--- config.mk ---
export PLATFORM = sky130hd
export DESIGN_NAME = layer_priority_arbiter
export DESIGN_NICKNAME = d
export VERILOG_FILES = /design/src/rtl/layer_pkg.sv /design/src/rtl/flash_sequencer.sv /design/src/rtl/layer_priority_arbiter.sv
export SDC_FILE = /design/constraint.sdc
export NUM_CORES = 1
export LEC_CHECK = 0
export CAP_MARGIN = 20
export CORE_MARGIN = 4
export CORE_UTILIZATION = 28
export DETAILED_ROUTE_END_ITERATION = 10
export PLACE_DENSITY_LB_ADDON = 0.2
export SYNTH_ARGS = -nofsm -noshare
export SYNTH_HDL_FRONTEND = slang
export SYNTH_HIERARCHICAL = 1
export SYNTH_SLANG_ARGS = --single-unit
export TNS_END_PERCENT = 1
--- constraint.sdc ---
create_clock -name clk -period 5.3 [get_ports clk]
set_clock_uncertainty 0.15 [all_clocks]
set_input_delay 1.59 -clock clk [delete_from_list [all_inputs] [get_ports clk]]
set_output_delay 1.59 -clock clk [all_outputs]
set_load 0.02 [all_outputs]
--- src/rtl/layer_pkg.sv ---
// Shared definitions for the VGA layer priority arbiter.
// Holds the layer count, index width, named layer indices and the
// configuration FSM state type.
`timescale 1ns/1ps
package layer_pkg;

  localparam int NUM_LAYERS = 6;
  localparam int IDX_W      = 3;

  // Index value meaning "no layer": background winner / disabled slot.
  localparam logic [IDX_W-1:0] NUM_LAYERS_IDX = IDX_W'(NUM_LAYERS);

  localparam int LAYER_COLUMNS = 0;
  localparam int LAYER_BORDERS = 1;
  localparam int LAYER_BLAST   = 2;
  localparam int LAYER_PLAYER  = 3;
  localparam int LAYER_ENEMY   = 4;
  localparam int LAYER_BOMB    = 5;

  typedef enum logic [1:0] {
    IDLE,
    PENDING,
    APPLY
  } cfg_state_t;

endpackage

--- src/rtl/flash_sequencer.sv ---
// Per-layer hit-flash sequencer.
// Latches the layer to flash, counts frames (startOfFrame pulses) and
// reports whether the current frame is a flash-on frame.
// Ports:
//   clk, resetN     clock, synchronous active-high reset
//   startOfFrame    one-cycle pulse per frame
//   flashReq        start/restart a flash on flashLayer
//   flashLayer      layer to flash (>= NUM_LAYERS ignored)
//   flashBusy       flash in progress
//   flashIdx        latched layer being flashed
//   flashOn         current frame substitutes the flash colour
`timescale 1ns/1ps
module flash_sequencer
  import layer_pkg::*;
#(
  parameter int FLASH_FRAMES = 8
) (
  input  logic             clk,
  input  logic             resetN,
  input  logic             startOfFrame,
  input  logic             flashReq,
  input  logic [IDX_W-1:0] flashLayer,
  output logic             flashBusy,
  output logic [IDX_W-1:0] flashIdx,
  output logic             flashOn
);

  localparam int CNT_W = $clog2(FLASH_FRAMES) + 1;
  localparam logic [CNT_W-1:0] CNT_LAST = CNT_W'(FLASH_FRAMES - 1);

  logic [CNT_W-1:0] r_cnt;
  logic             r_busy;
  logic [IDX_W-1:0] r_layer;

  always_ff @(posedge clk) begin
    if (resetN) begin
      r_cnt   <= '0;
      r_busy  <= 1'b0;
      r_layer <= '0;
    end else if (flashReq && (flashLayer < NUM_LAYERS_IDX)) begin
      // A new request always wins, including over a coincident frame pulse.
      r_layer <= flashLayer;
      r_busy  <= 1'b1;
      r_cnt   <= '0;
    end else if (r_busy && startOfFrame) begin
      // Counter never passes FLASH_FRAMES: busy drops on the last step.
      r_cnt <= r_cnt + 1'b1;
      if (r_cnt == CNT_LAST) begin
        r_busy <= 1'b0;
      end
    end
  end

  assign flashBusy = r_busy;
  assign flashIdx  = r_layer;
  assign flashOn   = r_busy && !r_cnt[0];

endmodule

--- src/rtl/layer_priority_arbiter.sv ---
// Run-time configurable pixel arbiter for the VGA object layers.
// Picks the highest-priority requesting layer from a register table,
// falling back to the background colour. Table updates are written to a
// shadow copy and applied at frame start. A flash sequencer can replace a
// chosen layer's colour with FLASH_RGB on alternate frames.
// Ports:
//   clk, resetN        clock, synchronous active-high reset
//   startOfFrame       one-cycle pulse at first pixel of a frame
//   layerDR/layerRGB   per-layer draw request and colour
//   backgroundRGB      fallback colour
//   cfgValid/cfgReady  shadow-table slot write handshake
//   cfgSlot/cfgLayer   slot (0 = highest) and layer (>= NUM_LAYERS disables)
//   cfgCommit          request shadow -> active at next frame start
//   flashReq/Layer     start a flash; flashBusy while running
//   RGBOut/winnerIdx   arbitrated colour and winner (NUM_LAYERS = background)
//   commitPending      commit accepted, not yet applied
`timescale 1ns/1ps
module layer_priority_arbiter
  import layer_pkg::*;
#(
  parameter int         FLASH_FRAMES = 8,
  parameter logic [7:0] FLASH_RGB    = 8'hFF
) (
  input  logic                       clk,
  input  logic                       resetN,
  input  logic                       startOfFrame,
  input  logic [NUM_LAYERS-1:0]      layerDR,
  input  logic [NUM_LAYERS-1:0][7:0] layerRGB,
  input  logic [7:0]                 backgroundRGB,
  input  logic                       cfgValid,
  output logic                       cfgReady,
  input  logic [IDX_W-1:0]           cfgSlot,
  input  logic [IDX_W-1:0]           cfgLayer,
  input  logic                       cfgCommit,
  input  logic                       flashReq,
  input  logic [IDX_W-1:0]           flashLayer,
  output logic                       flashBusy,
  output logic [7:0]                 RGBOut,
  output logic [IDX_W-1:0]           winnerIdx,
  output logic                       commitPending
);

  logic [IDX_W-1:0] r_active [NUM_LAYERS];
  logic [IDX_W-1:0] r_shadow [NUM_LAYERS];
  cfg_state_t       r_state;
  logic             r_cfg_ready;
  logic             r_commit_pending;

  logic [IDX_W-1:0] r_s1_idx;
  logic [7:0]       r_s1_rgb;
  logic [7:0]       r_rgb_out;
  logic [IDX_W-1:0] r_winner;

  logic             w_s1_hit;
  logic [IDX_W-1:0] w_s1_idx;
  logic [7:0]       w_s1_rgb;
  logic             w_flash_on;
  logic [IDX_W-1:0] w_flash_idx;

  // Config FSM and both priority tables.
  always_ff @(posedge clk) begin
    if (resetN) begin
      r_state          <= IDLE;
      r_cfg_ready      <= 1'b1;
      r_commit_pending <= 1'b0;
      for (int unsigned i = 0; i < NUM_LAYERS; i++) begin
        r_active[i] <= IDX_W'(i);
        r_shadow[i] <= IDX_W'(i);
      end
    end else begin
      case (r_state)
        IDLE: begin
          if (cfgValid && (cfgSlot < NUM_LAYERS_IDX)) begin
            r_shadow[cfgSlot] <= cfgLayer;
          end
          // Frame start in this same cycle is deliberately not honoured.
          if (cfgCommit) begin
            r_state          <= PENDING;
            r_cfg_ready      <= 1'b0;
            r_commit_pending <= 1'b1;
          end
        end
        PENDING: begin
          if (startOfFrame) begin
            r_state <= APPLY;
          end
        end
        APPLY: begin
          for (int unsigned i = 0; i < NUM_LAYERS; i++) begin
            r_active[i] <= r_shadow[i];
          end
          r_state          <= IDLE;
          r_cfg_ready      <= 1'b1;
          r_commit_pending <= 1'b0;
        end
        default: begin
          r_state          <= IDLE;
          r_cfg_ready      <= 1'b1;
          r_commit_pending <= 1'b0;
        end
      endcase
    end
  end

  // Stage 1 scan: first enabled slot whose layer requests. Duplicates are
  // naturally served by the lowest slot because the scan stops at the first hit.
  always_comb begin
    w_s1_hit = 1'b0;
    w_s1_idx = NUM_LAYERS_IDX;
    w_s1_rgb = backgroundRGB;
    for (int unsigned s = 0; s < NUM_LAYERS; s++) begin
      if (!w_s1_hit && (r_active[s] < NUM_LAYERS_IDX)) begin
        if (layerDR[r_active[s]]) begin
          w_s1_hit = 1'b1;
          w_s1_idx = r_active[s];
          w_s1_rgb = layerRGB[r_active[s]];
        end
      end
    end
  end

  always_ff @(posedge clk) begin
    if (resetN) begin
      r_s1_idx  <= NUM_LAYERS_IDX;
      r_s1_rgb  <= '0;
      r_rgb_out <= '0;
      r_winner  <= NUM_LAYERS_IDX;
    end else begin
      r_s1_idx <= w_s1_idx;
      r_s1_rgb <= w_s1_rgb;
      r_winner <= r_s1_idx;
      if (w_flash_on && (r_s1_idx == w_flash_idx)) begin
        r_rgb_out <= FLASH_RGB;
      end else begin
        r_rgb_out <= r_s1_rgb;
      end
    end
  end

  flash_sequencer #(
    .FLASH_FRAMES(FLASH_FRAMES)
  ) u_flash (
    .clk         (clk),
    .resetN      (resetN),
    .startOfFrame(startOfFrame),
    .flashReq    (flashReq),
    .flashLayer  (flashLayer),
    .flashBusy   (flashBusy),
    .flashIdx    (w_flash_idx),
    .flashOn     (w_flash_on)
  );

  assign cfgReady      = r_cfg_ready;
  assign commitPending = r_commit_pending;
  assign RGBOut        = r_rgb_out;
  assign winnerIdx     = r_winner;

endmodule
-- Yosys cells after proc, flatten, opt, wreduce, memory -nomap -nowiden
Memories as Yosys holds them, arrays and structs flattened.
Cells that the tools add are included.
- eq/ne operators: 6
- add/subtract/negate cells: 1
- $mul: 0
- shift-type cells: 0
- reductions and logical operators: 24
- div/mod/pow operators: 0
- mux-type cells: 87
- $lt $le $gt $ge: 14
- bitwise gates (word level): 7
- operators by type and width (kind ; number):
    8-bit 2-to-1 mux ; 19
    8-bit binary-select mux with 3-bit select ; 6
    3-bit 2-to-1 mux ; 20
    1-bit 2-to-1 mux ; 31
    3-bit less-than comparator, second input constant ; 8
    3-bit by 4-bit less-than comparator with 1-bit output, second input constant ; 6
    1-bit binary-select mux with 3-bit select ; 6
    1-bit logical AND ; 10
    1-bit zero test ; 6
    1-bit bitwise OR ; 6
    2-bit AND reduction ; 3
    4-bit by 1-bit adder with 4-bit output, second input constant ; 1
    4-bit by 3-bit equality test with 1-bit output, second input constant ; 1
    2-bit 2-to-1 mux ; 2
    2-bit != test, second input constant ; 2
    1-bit case mux with 2 select lines ; 2
    2-bit case mux with 2 select lines ; 1
    2-bit nonzero test ; 2
    3-bit equality test ; 1
    3-bit OR reduction ; 1
    2-bit by 1-bit equality test with 1-bit output, second input constant ; 1
    2-bit equality test, second input constant ; 1
    2-bit zero test ; 1
    2-bit OR reduction ; 1
    1-bit NOT ; 1
- bits in latches: 0
- memory bits (writable): 36
- bits in registers: 34
- input port bits: 77
- output and inout port bits: 14
- word-level logic and storage cells: 151
- memories: 2
- bits in read-only memories: 0
- memories (memory ; depth ; width ; rd ports ; clocked after Yosys merged registers in ; wr ports ; RTL line ; text):
    r_active ; 6 ; 3 ; 6 ; 0 ; 6 ; layer_priority_arbiter.sv:43 ; logic [IDX_W-1:0] r_active [NUM_LAYERS];
    r_shadow ; 6 ; 3 ; 6 ; 0 ; 6 ; layer_priority_arbiter.sv:44 ; logic [IDX_W-1:0] r_shadow [NUM_LAYERS];

-- Longest topological paths before layout
- depth after elaboration: 19
- gate-level depth with buffers: 10
- gate-level depth less buffers: 6

-- Cells and area by module
Netlist, hierarchy kept.
- modules (own cells, without submodules) (module ; cells each ; area an instance (µm²) ; instances ; seq. area each (µm²)):
    layer_priority_arbiter ; 579 ; 5596.6 ; 1 ; 1601.5
    flash_sequencer ; 36 ; 329.1 ; 1 ; 160.2

-- Worst setup path before layout
No wires, ideal clock.
- path kind: input-to-reg
- start: input port layerDR[2]
- end: register r_s1_idx[0]
- required time: 5.033 ns
- setup time: 0.117 ns
- path slack: 1.871 ns
- stages: 7
- data arrival time: 3.163 ns
- path buffers: 1
- cells stage by stage: mux2_4 > a222oi_1 > and2_1 > and2_1 > buf_4 > a21oi_1 > a22o_1
- longest elaborated chain between the ends: 19
- elaborated cells between the ends (all ways): 44
- those cells by class: mux (34); reduce/logical (10)
- RTL lines (what ; RTL line ; text):
    start: declaration ; layer_priority_arbiter.sv:27 ; input logic [NUM_LAYERS-1:0] layerDR,
    1-bit binary-select mux with 3-bit select ; layer_priority_arbiter.sv:113 ; if (layerDR[r_active[s]]) begin
    1-bit 2-to-1 mux (implied by the code) ; layer_priority_arbiter.sv:113 ;
    1-bit 2-to-1 mux ; layer_priority_arbiter.sv:113 ;
    1-bit 2-to-1 mux ; layer_priority_arbiter.sv:112 ; if (!w_s1_hit && (r_active[s] < NUM_LAYERS_IDX)) begin
    1-bit zero test ; layer_priority_arbiter.sv:112 ;
    1-bit logical AND ; layer_priority_arbiter.sv:112 ;
    1-bit 2-to-1 mux ; layer_priority_arbiter.sv:112 ;
    1-bit zero test ; layer_priority_arbiter.sv:112 ;
    [... 3 more ...] ; n/a ;
    1-bit logical AND ; layer_priority_arbiter.sv:112 ;
    1-bit 2-to-1 mux ; layer_priority_arbiter.sv:112 ;
    1-bit zero test ; layer_priority_arbiter.sv:112 ;
    1-bit logical AND ; layer_priority_arbiter.sv:112 ;
    1-bit 2-to-1 mux ; layer_priority_arbiter.sv:112 ;
    1-bit zero test ; layer_priority_arbiter.sv:112 ;
    1-bit logical AND ; layer_priority_arbiter.sv:112 ;
    3-bit 2-to-1 mux * ; layer_priority_arbiter.sv:112 ;
    end signal: assignment ; layer_priority_arbiter.sv:129 ; r_s1_idx <= w_s1_idx;
    end: declaration ; layer_priority_arbiter.sv:49 ; logic [IDX_W-1:0] r_s1_idx;
Mark *: on every way between the ends. The rest lies on a longest branch, timed or not. The select of a mux whose other input is x is not followed.
A chain may end at the register's enable or synchronous reset.

-- Worst setup path after layout
- start: input port layerDR[3]
- end: register r_s1_idx[1]
Same word-level chain as after synthesis.

==> impl_metrics.tcl <==
set metrics [dict create \
    status "complete, no violations" \
    synth-simple-area-share_pct 17.5 \
    switching_share_pct 28.6 \
    muxShareOfSynthArea_pct 29.0 \
    h-tree-depth 3 \
    path_cells "clkdlybuf4s50_1 -> mux2_2 -> a222oi_1 -> buf_4 -> and3_1 -> and2_1 -> nor3b_2 -> o31ai_1" \
    wl_per_cell_um 22.9 \
    synth.avg_cell_area_um2 9.64 \
    path_class "primary input to flop" \
    syn-num-nets 693 \
    cts-root-buf "clkbuf_16" \
    drv_cap 0 \
    synthXorXnorAreaFrac_pct 0.739 \
    syn2layout_area_growth_pct 23.2 \
    start_util_pct 28.9 \
    clockPowerShare_pct 36.2 \
    worstSkewPairLatency_ns 0.33 \
    synthCells 615 \
    place_inst 939 \
    hpwl_mm 16.2 \
    ys_types 61 \
    synth_top_family_by_area "multiplexers" \
    synth_compound_area_share_pct 17.2 \
    slew_viol_final 0 \
    p_int_mw 1.18 \
    cp_top_family "simple AND/OR/NAND/NOR gates" \
    dieArea_um2 23600 \
    num_vias 5484 \
    cts_buffer_depth 2 \
    pwr-share-seq_pct 37.6 \
    netlist_area_um2 5930 \
    nets 758 \
    yosysTopAreaCell "edfxtp_1" \
    final_cells 955 \
    place.port_buffers 90 \
    gp_congestion 0.909 \
    overflow 0 \
    crit_path_end_kind "flop" \
    antenna_found_initial 0 \
    p_per_area_nw_per_um2 226 \
    synth_edf_count 36 \
    cp_data_arrival_time_ns 4.34 \
    critPathLaunchType "primary input" \
    ys_ff_latch 70 \
    synthArstFlopShare_pct 0 \
    p_leak_nw 2.86 \
    worst_pin_slew_ns 1.02 \
    track_usage_pct 18.0 \
    cts_sinks 70 \
    first_global_vias 5561 \
    drtAntennaViolNets 0 \
    finalSetupTns_ns 0 \
    combPwrFrac_pct 26.2 \
    antenna_cells 0 \
    post-cts-setup-buffer-count 0 \
    synthAdderAreaFrac_pct 0.211 \
    synth_commonest_cells "mux2i_1 (83), nor2_1 (46), edfxtp_1 (36), dfxtp_1 (34), o22ai_1 (32)" \
    drive_above_1_share_pct 11.7 \
    tritoncts "done" \
    post_cts_resized 0 \
    grt_max_degree 43 \
    cts_hold_buf 0 \
    yosysWarnings 6 \
    numCtsBuffers 9 \
    rsz0062_at_grt "false" \
    ys_seq_area_share_pct 29.7 \
    cpPeakStageDelay_ns 0.53 \
    path_max_fanout 11 \
    synthTopCellsByArea "edfxtp_1 (18%), mux2i_1 (14%), dfxtp_1 (11%)" \
    hold_violations 0 \
    crit_required_ns 5.35 \
    fmax_mhz 233 \
    p_switching_mw 0.473 \
    wl_mm 21.9 \
    multi_input_area_um2 3830 \
    slew_headroom_pct 31.8 \
    register_area_um2 1760 \
    ys.flop_type "edfxtp_1" \
    final.fill_count 2088 \
    synth.most_common_cell "mux2i_1" \
    drc 0 \
    setup_viol 0 \
    irDropWorstVdd_uv 208 \
    crit_buf_inv 2 \
    viasPerCell 5.74 \
    cp_slowest_cell "clkdlybuf4s50_1" \
    min_period_over_period_pct 80.9 \
    die_x_um 153 \
    total_power_mw 1.65 \
    hold_class "flop to flop" \
    first_pass_iters 7 \
    holdWs_ns 0.284 \
    die_y_um 153 \
    clk_pin_slew_ns 0.05 \
    io_pins 91 \
    first_iter_violations 434 \
    grt_pass1_wl_mm 33.1 \
    core_area_um2 20500 \
    netlist.area_leader.share_pct 18.2 \
    min_period_ns 4.29 \
    rows 52 \
]
-- stage by stage --
step | instance area (µm²) | setup WS [ns] | util, %
2_1_floorplan | 5930 | 1.87 | -
3_3_place_gp | 7000 | 0.837 | 34.2
3_5_place_dp | 7000 | 0.725 | 34.2
4_1_cts | 7300 | 1.08 | 35.6
5_1_grt | 7300 | 0.792 | 35.6
6_report | 7300 | 1.01 | 35.6
-- cell families (layout without fill, tap and decap cells) --
logic type,after synthesis,after routing
xor gates and xnor gates,5,5
DFF,70,70
AOI/OAI and AO/OA,145,145
buffers and inverters,68,138
muxes,131,131
adders and majority gates,1,1
and+or+nand+nor,195,195
-- final timing paths --
check / from / endpoint / cells after the start / slack [ns]
min: r_s1_rgb[3]$_SDFF_PP0_ / RGBOut[3]$_SDFF_PP0_ / 2 / 0.28
min reg2reg: r_s1_rgb[3]$_SDFF_PP0_ / RGBOut[3]$_SDFF_PP0_ / 2 / 0.28
max reg2reg: r_active[0][1]$_SDFFCE_PN0P_ / r_s1_idx[1]$_SDFF_PP1_ / 7 / 1.95
max: layerDR[3] / r_s1_idx[1]$_SDFF_PP1_ / 8 / 1.01
-- placed cells by master (no fill, tap or decap), types with 8 or more instances in the layout --
master           instances
a21oi_1                 21
mux2_2                  13
mux4_2                  23
or2_2                   10
nand3_1                 13
nand2_1                 29
nor2_1                  46
a22oi_1                  8
nor3_1                  14
nand3b_1                 8
o22ai_1                 32
and2_1                  18
clkdlybuf4s50_1         90
a31oi_1                  8
nand4b_1                 8
nor2b_1                 14
o221ai_1                 8
inv_1                   18
buf_4                   13
clkbuf_16                9
edfxtp_1                36
and3_1                   8
mux2i_1                 83
o21ai_0                 13
dfxtp_1                 34
a211o_1                  8
a22o_1                   9
or3_1                   11
-- cell type report --
cell class              instances  share of cell area (%)
inverters                      19                   0.977
repair buffers                103                    13.7
flip-flops and latches         70                    24.1
clock inverters                 5                   0.788
multi-input cells             477                    52.5
clock buffers                  11                    3.32
well taps                     270                    4.63
-- tightest hold or removal path, stage by stage, from the launching register on --
cell and delay (ns):
dfxtp_1 0.29, inv_1 0.04, a21oi_1 0.05
-- state kept, by name, summed over array words and instances, names as in the netlist --
register           cells
RGBOut                 8
cfgReady               1
commitPending          1
r_active              18
r_s1_idx               3
r_s1_rgb               8
r_shadow              18
r_state                2
u_flash/flashBusy      1
u_flash/flashIdx       3
u_flash/r_cnt          4
winnerIdx              3
-- metal layers --
layer | GRT usage, % | share of wire (%) | vias to the layer above
li1 | - | - | 2506
met1 | 22.8 | 41 | 2666
met2 | 29.7 | 47 | 264
met3 | 4.89 | 8.8 | 48
met4 | 6.52 | 3.4 | 0
met5 | 0 | 0 | -
-- power groups by stage --
stage | Combinational, mW | Sequential (mW) | Clock, mW
after floorplan | 0.239 | 0.637 | 0
after global placement | 0.422 | 0.634 | 0
after detailed placement | 0.427 | 0.634 | 0
after CTS | 0.429 | 0.623 | 0.615
after global routing | 0.464 | 0.625 | 0.637
final | 0.433 | 0.622 | 0.598
No activity file was read; power rests on OpenSTA's default activity.
